--- src/rtl/vec_pkg.sv ---
// Shared constants, opcode and state encodings for the vector load/store unit.
// Purely declarative; no logic, no latency, no flow control.
package vec_pkg;

  localparam int LANES     = 16;
  localparam int DW        = 16;
  localparam int AW        = 16;
  localparam int DEPTH     = 1024;
  localparam int BW        = LANES * DW;
  localparam int LAST_BASE = DEPTH - LANES;

  typedef enum logic [1:0] {
    OP_VLD = 2'b00,
    OP_VST = 2'b01,
    OP_SLD = 2'b10,
    OP_SST = 2'b11
  } op_e;

  typedef enum logic [1:0] {
    ST_IDLE,
    ST_RD,
    ST_WR,
    ST_RESP
  } lsu_state_e;

  // Request fields kept past the accept edge; the address lives in mem_a_q.
  typedef struct packed {
    op_e           op;
    logic [DW-1:0] wdata0;
  } req_t;

  // A base is legal only if the whole LANES-word block fits below DEPTH.
  function automatic logic addr_in_range(input logic [AW-1:0] addr);
    return addr <= AW'(LAST_BASE);
  endfunction

endpackage

--- src/rtl/vec_lsu_lane_reverse.sv ---
// Swaps word order across LANES lanes: out lane i takes in lane LANES-1-i.
// Combinational, zero latency, no flow control.
module lane_reverse
  import vec_pkg::*;
(
  input  logic [BW-1:0] in_dat,
  output logic [BW-1:0] out_dat
);

  always_comb begin
    out_dat = '0;
    for (int i = 0; i < LANES; i++) begin
      out_dat[i*DW +: DW] = in_dat[(LANES-1-i)*DW +: DW];
    end
  end

endmodule

--- src/rtl/vec_lsu.sv ---
// Vector LSU: one request in flight, drives a 16-word single-port memory; SST is read-modify-write.
// Accept->resp_valid: VLD/SLD/VST 2, SST 3, range error 1; req_ready only in IDLE, resp held until resp_ready.
module vec_lsu
  import vec_pkg::*;
(
  input  logic          clk,
  input  logic          rst,
  input  logic          req_valid,
  output logic          req_ready,
  input  logic [1:0]    req_op,
  input  logic [AW-1:0] req_addr,
  input  logic [BW-1:0] req_wdata,
  output logic          resp_valid,
  input  logic          resp_ready,
  output logic [BW-1:0] resp_rdata,
  output logic          resp_err,
  output logic          mem_we,
  output logic [AW-1:0] mem_a,
  output logic [BW-1:0] mem_wd,
  input  logic [BW-1:0] mem_rd
);

  lsu_state_e    state_q, state_d;
  req_t          req_q, req_d;
  logic          req_ready_q, req_ready_d;
  logic          resp_valid_q, resp_valid_d;
  logic          resp_err_q, resp_err_d;
  logic [BW-1:0] resp_rdata_q, resp_rdata_d;
  logic          mem_we_q, mem_we_d;
  logic [AW-1:0] mem_a_q, mem_a_d;
  logic [BW-1:0] mem_wd_q, mem_wd_d;
  logic [BW-1:0] rd_norm;
  logic          accept;

  // Memory returns the word at A in the top lane; normalise so lane i = word A+i.
  lane_reverse u_rev (
    .in_dat  (mem_rd),
    .out_dat (rd_norm)
  );

  assign accept = req_valid & req_ready_q;

  always_comb begin
    state_d      = state_q;
    req_d        = req_q;
    req_ready_d  = req_ready_q;
    resp_valid_d = resp_valid_q;
    resp_err_d   = resp_err_q;
    resp_rdata_d = resp_rdata_q;
    mem_we_d     = 1'b0;
    mem_a_d      = mem_a_q;
    mem_wd_d     = mem_wd_q;

    case (state_q)
      ST_IDLE: begin
        if (accept) begin
          req_d.op     = op_e'(req_op);
          req_d.wdata0 = req_wdata[DW-1:0];
          mem_a_d      = req_addr;
          req_ready_d  = 1'b0;
          if (!addr_in_range(req_addr)) begin
            state_d      = ST_RESP;
            resp_valid_d = 1'b1;
            resp_err_d   = 1'b1;
            resp_rdata_d = '0;
          end else if (op_e'(req_op) == OP_VST) begin
            state_d  = ST_WR;
            mem_we_d = 1'b1;
            mem_wd_d = req_wdata;
          end else begin
            state_d = ST_RD;
          end
        end
      end

      ST_RD: begin
        if (req_q.op == OP_SST) begin
          // Write the block back with only word 0 replaced.
          state_d  = ST_WR;
          mem_we_d = 1'b1;
          mem_wd_d = {rd_norm[BW-1:DW], req_q.wdata0};
        end else begin
          state_d      = ST_RESP;
          resp_valid_d = 1'b1;
          resp_err_d   = 1'b0;
          resp_rdata_d = (req_q.op == OP_SLD) ? {{(BW-DW){1'b0}}, rd_norm[DW-1:0]} : rd_norm;
        end
      end

      ST_WR: begin
        state_d      = ST_RESP;
        resp_valid_d = 1'b1;
        resp_err_d   = 1'b0;
        resp_rdata_d = '0;
      end

      ST_RESP: begin
        if (resp_ready) begin
          state_d      = ST_IDLE;
          resp_valid_d = 1'b0;
          req_ready_d  = 1'b1;
        end
      end

      default: begin
        state_d      = ST_IDLE;
        req_ready_d  = 1'b1;
        resp_valid_d = 1'b0;
      end
    endcase
  end

  always_ff @(posedge clk or posedge rst) begin
    if (rst) begin
      state_q      <= ST_IDLE;
      req_q        <= '{op: OP_VLD, wdata0: '0};
      req_ready_q  <= 1'b1;
      resp_valid_q <= 1'b0;
      resp_err_q   <= 1'b0;
      resp_rdata_q <= '0;
      mem_we_q     <= 1'b0;
      mem_a_q      <= '0;
      mem_wd_q     <= '0;
    end else begin
      state_q      <= state_d;
      req_q        <= req_d;
      req_ready_q  <= req_ready_d;
      resp_valid_q <= resp_valid_d;
      resp_err_q   <= resp_err_d;
      resp_rdata_q <= resp_rdata_d;
      mem_we_q     <= mem_we_d;
      mem_a_q      <= mem_a_d;
      mem_wd_q     <= mem_wd_d;
    end
  end

  assign req_ready  = req_ready_q;
  assign resp_valid = resp_valid_q;
  assign resp_err   = resp_err_q;
  assign resp_rdata = resp_rdata_q;
  assign mem_we     = mem_we_q;
  assign mem_a      = mem_a_q;
  assign mem_wd     = mem_wd_q;

endmodule

--- config.mk ---
export PLATFORM = sky130hd
export DESIGN_NAME = vec_lsu
export DESIGN_NICKNAME = d
export VERILOG_FILES = /design/src/rtl/vec_pkg.sv /design/src/rtl/vec_lsu_lane_reverse.sv /design/src/rtl/vec_lsu.sv
export SDC_FILE = /design/constraint.sdc
export NUM_CORES = 2
export LEC_CHECK = 0
export BUFFER_PORTS_ARGS = -buffer_cell sky130_fd_sc_hd__buf_2
export CORE_AREA = 2 2 416 418
export DETAILED_ROUTE_END_ITERATION = 16
export DIE_AREA = 0 0 418 420
export SLEW_MARGIN = 20
export SYNTH_ARGS = -nofsm -noshare
export SYNTH_HDL_FRONTEND = slang
export SYNTH_SLANG_ARGS = --single-unit
--- constraint.sdc ---
create_clock -name clk -period 18.72 [get_ports clk]
set_input_delay 1.872 -clock clk [delete_from_list [all_inputs] [get_ports clk]]
set_output_delay 1.872 -clock clk [all_outputs]
set_load 0.02 [all_outputs]
# Word level (Yosys, flattened, before mapping)
# Cells that the tools add are included.
[word_totals]
register_bits = 552
elab_cells = 66
[op_classes]
n_lt_le_gt_ge = 1
n_eq_ne = 13
n_mux = 31
bitwise_logic = 1
reduce_logical = 10
[ops]
columns = ["op", "count"]
rows = [
  ["2-to-1 mux 256 bit", 8],
  ["one-hot mux 256 bit (3 select lines)", 1],
  ["one-hot mux 256 bit (2 select lines)", 1],
  ["less-or-equal comparator 16 x 10 -> 1 bit (second input constant)", 1],
  ["!= test 2 bit (second input constant)", 7],
  ["2-to-1 mux 1 bit", 12],
  ["equality test 2 bit (second input constant)", 4],
  ["2-to-1 mux 2 bit", 4],
  ["one-hot mux 2 bit (4 select lines)", 1],
  ["AND reduction 4 bit", 2],
  ["AND reduction 5 bit", 1],
  ["equality test 2 x 1 -> 1 bit (second input constant)", 2],
  ["one-hot mux 1 bit (2 select lines)", 2],
  ["one-hot mux 1 bit (4 select lines)", 1],
  ["AND reduction 2 bit", 2],
  ["nonzero test 2 bit", 2],
  ["one-hot mux 1 bit (3 select lines)", 1],
  ["AND reduction 3 bit", 1],
  ["nonzero test 3 bit", 1],
  ["logical NOT 2 bit", 1],
  ["AND 1 bit", 1],
]

# Depth between registers and ports, before layout
[logic_depth]
ltp_word = 5
mapped_depth = 10
mapped_depth_nobuf = 7

# Hierarchy
# A second synthesis with hierarchy kept.
[unflattened]
hier_cells = 2148
hier_area_um2 = 25074.0
[modules_own_cells]
columns = ["mod", "instances", "cells_per_inst", "area_each_um2", "seq_area_each_um2"]
rows = [
  ["vec_lsu", 1, 1892, 23152.2, 13814.5],
  ["lane_reverse", 1, 256, 1921.8, 0.0],
]

# Worst setup path before layout
# OpenSTA, ideal clock, no wires.
[synth_path]
kind = "in2reg"
from = "input port req_addr[0]"
to = "register mem_wd_q[194] (netlist: mem_wd[194])"
setup_ns = 0.123
arrival_ns = 3.128
t_required_ns = 18.597
slack_ns = 15.469
path_stages = 8
cell_sequence = "nor4_1 > nor3_2 > o21ai_2 > and2_1 > buf_2 > buf_2 > buf_4 > a21oi_1"
[synth_via]
elab_chain_cells = 3
[synth_lines]
columns = ["item", "line_no", "text"]
rows = [
  ["start: declaration", "vec_lsu.sv:11", "input logic [AW-1:0] req_addr,"],
  ["less-or-equal comparator 16 x 10 -> 1 bit", "vec_pkg.sv:34", "return addr <= AW'(LAST_BASE);"],
  ["!= test 2 bit (no line)", "n/a", ""],
  ["AND reduction 5 bit (no line)", "n/a", ""],
  ["end signal: assignment", "vec_lsu.sv:133", "mem_wd_q <= mem_wd_d;"],
  ["end: declaration", "vec_lsu.sv:31", "logic [BW-1:0] mem_wd_q, mem_wd_d;"],
]
# No other way between the ends.
# A chain may end at the register's enable or synchronous reset.

# Final worst setup path
[layout_path]
from = "register state_q[1]"
to = "register mem_wd_q[84] (netlist: mem_wd[84])"
[layout_via]
elab_chain_cells = 3
[layout_lines]
columns = ["item", "line_no", "text"]
rows = [
  ["start: declaration", "vec_lsu.sv:23", "lsu_state_e state_q, state_d;"],
  ["start signal: assignment", "vec_lsu.sv:125", "state_q <= state_d;"],
  ["equality test 2 x 1 -> 1 bit / logical NOT 2 bit (equally long branches)", "vec_lsu.sv:54", "case (state_q)"],
  ["!= test 2 bit (no line) / nonzero test 2 bit (equally long branches)", "n/a", ""],
  ["AND reduction 5 bit (no line)", "n/a", ""],
]
# Several ways; a longest one is shown, not always the timed one.

==> results.yml <==
outcome:
  status: "finished, final reports clean"
floorplan:
  die_h_um: 420
  start_util_pct: 13.5
  dieArea_mm2: 0.176
  core_mm2: 0.171
  pin_count: 1066
  die_x_um: 418
  rows: 152
sta:
  tightest_slew_ns: 1.11
  fmax_mhz: 230
  max-slew-margin-rel_pct: 25.8
  fin_setup_tns_ns: 0
  worst_slack_ns: 14.38
  setup_viol: 0
  period_share_pct: 23.2
  fin_skew_ns: 0.0228
  hold_viol: 0
  min_period_ns: 4.34
  whs_ns: 0.478
  finalMaxSlewViolations: 0
  rsz0062_at_grt: "no"
power:
  pwr_density_cell_mw_per_mm2: 215
  vdd_ir_drop_max_v: 0.000216
  p_leak_nw: 15.1
drt:
  vias: 21700
  routed_wl_um: 145000
  drc: 0
  ant_nets: 0
  drt_iter0_drc: 1799
  drt-vias-per-instance: 4.19
  routedWlPerCell_um: 28.1
  first_pass_iters: 5
place:
  gp_congestion: 0.948
  portBuffers: 1065
  post-place-ws_ns: 13.69
  place_hpwl_um: 113000
  placed_cell_area_mm2: 0.0307
cells_and_area:
  stdcell_area_mm2: 0.0332
  drive_gt1_share_pct: 43.2
  fill_cells: 18800
  final_core_util_pct: 19.4
  layout.nets: 3399
  area_growth_pct: 43.3
cts:
  cts.repair.resized: 0
  root_buffer: "clkbuf_16"
  clkLatencyLatePin_ns: 0.68
  cts_buffers: 73
  post-cts-setup-buffers: 0
  cts_max_level: 3
  cts_tree: "done"
  clk_pin_slew_worst_paths_ns: 0.06
  clock_sinks: 552
  holdBufCountCts: 0
  cts.path.max_buffers: 3
worst_hold_path:
  hold_path.class: "flip-flop to flip-flop"
yosys:
  synthTopCellsByArea: "dfrtp_1 60%, a21oi_1 11%, mux2i_1 11%"
  yosysSeqAreaShare_pct: 59.7
  synth-adder-area-share_pct: 0.270
  yosysTopAreaCell: "dfrtp_1"
  async_flop_share_pct: 100
  synth_cells: 1892
  synth_flop_cell: "dfrtp_1"
  ys_ff_latch: 552
  synthTopCellsByCount: "551 x dfrtp_1, 514 x a21oi_1, 257 x mux2i_1, 240 x a32o_1, 95 x clkbuf_1"
  synth_top_family_by_area: "compound AO/OA/AOI/OAI gates"
  synth_mux_area_share_pct: 12.8
  synth.most_common_cell: "dfrtp_1"
  synthXorXnorAreaFrac_pct: 0
  synth_edf_count: 0
  synth_simple_gate_area_share_pct: 1.04
  synth_cell_type_count: 29
  yosysTopAreaCellShare_pct: 59.6
  yosysWarnings: 0
  synth-compound-area-share_pct: 22.2
  synth_nets: 2431
  synth_area_mm2: 0.0232
  avgSynthCellArea_um2: 12.2
global_routing:
  grtUsageTotal_pct: 15.8
  grt_max_degree: 165
  antenna_found_initial: 84
  grt_pass1_wl_um: 191000
  grt_pass1_vias: 21300
  grt_overflow: 0
setup_path:
  critPathMaxFanout: 143
  required_ns: 19.24
  worstPathArrival_ns: 4.86
  endpoint_kind: "flip-flop"
  cp-start-kind: "flip-flop"
  worstSetupPathType: "flip-flop to flip-flop"
flow_run:
  maxCapViolCount: 0
==> report_power, final <==
part           switching, mW  internal [mW]
Combinational           2.62           1.04
Clock                  0.596          0.849
Sequential             0.302           1.73
==> metal layers <==
layer / track usage, % / vias up / share of wire (%)
met5: 0.583 / - / 0.26
met4: 6.08 / 40 / 4.1
met3: 6.53 / 277 / 9.7
met2: 25.7 / 1006 / 48
met1: 18.3 / 11200 / 38
li1: - / 9174 / -
==> path summary, 6_finish.rpt <==
path | startpoint | endpoint | slack, ns | depth (start not counted)
min in group asynchronous | rst | mem_wd[27] | 1.34 | 2
hold reg to reg | resp_rdata[8] | resp_rdata[8] | 0.48 | 2
setup / recovery | state_q[1] | mem_wd[84] | 14.38 | 7
hold / removal | resp_rdata[8] | resp_rdata[8] | 0.48 | 2
max in group asynchronous | rst | mem_wd[76] | 14.56 | 5
setup reg to reg | state_q[1] | mem_wd[84] | 14.38 | 7
==> cells in the final DEF, fill, tap and decap left out, types with 9 or more instances in the layout <==
cell type  count
buf_4         25
clkbuf_1      12
mux2i_1      257
o21ai_0       22
a32o_1       240
nand2_1       34
clkinv_2      13
diode_2       21
a21oi_1      514
clkbuf_16     74
dfrtp_1      551
clkbuf_8       9
mux2_2        35
buf_2       1065
==> flip-flops by register name, summed over array words and instances (netlist names) <==
signal      count
resp_err        1
resp_valid      1
req_ready       1
mem_we          1
mem_wd        256
state_q         2
req_q          18
resp_rdata    256
mem_a          16
==> cells by family (layout without fill, tap and decap cells) <==
| kind of cell | Yosys count | after routing |
|---|---|---|
| buf+inv | 208 | 1230 |
| fa+ha+maj | 5 | 5 |
| flops | 552 | 552 |
| other cells | 0 | 21 |
| mux | 292 | 292 |
| simple gates | 53 | 53 |
| compound gates | 782 | 782 |
==> critical path: stages (launching register included) <==
cell,delay (ns)
dfrtp_1,0.43
inv_1,0.15
ha_4,0.51
buf_12,0.51
buf_4,0.70
buf_12,0.62
mux2i_1,0.55
a21oi_1,0.13
==> area by class of cell <==
| type | instances | area (um^2) | area share, % |
|---|---|---|---|
| sequential | 552 | 13800 | 41.6 |
| multi-input combinational | 1132 | 8460 | 25.5 |
| inverter | 6 | 30.0 | 0.0905 |
| timing repair buffer | 1095 | 5620 | 16.9 |
| antenna | 21 | 52.6 | 0.158 |
| clock buffer | 95 | 2020 | 6.09 |
| tap | 2233 | 2790 | 8.42 |
| clock inverter | 34 | 402 | 1.21 |
==> metrics by stage <==
| stage | instances | power [mW] |
|---|---|---|
| finish | 5168 | 7.15 |
| global route | 5158 | 7.55 |
| global placement | 5018 | 5.72 |
| CTS | 5147 | 7.25 |
| detailed placement | 5018 | 5.76 |
| floorplan | 1892 | 4.21 |
(Power assumes the default switching activity.)
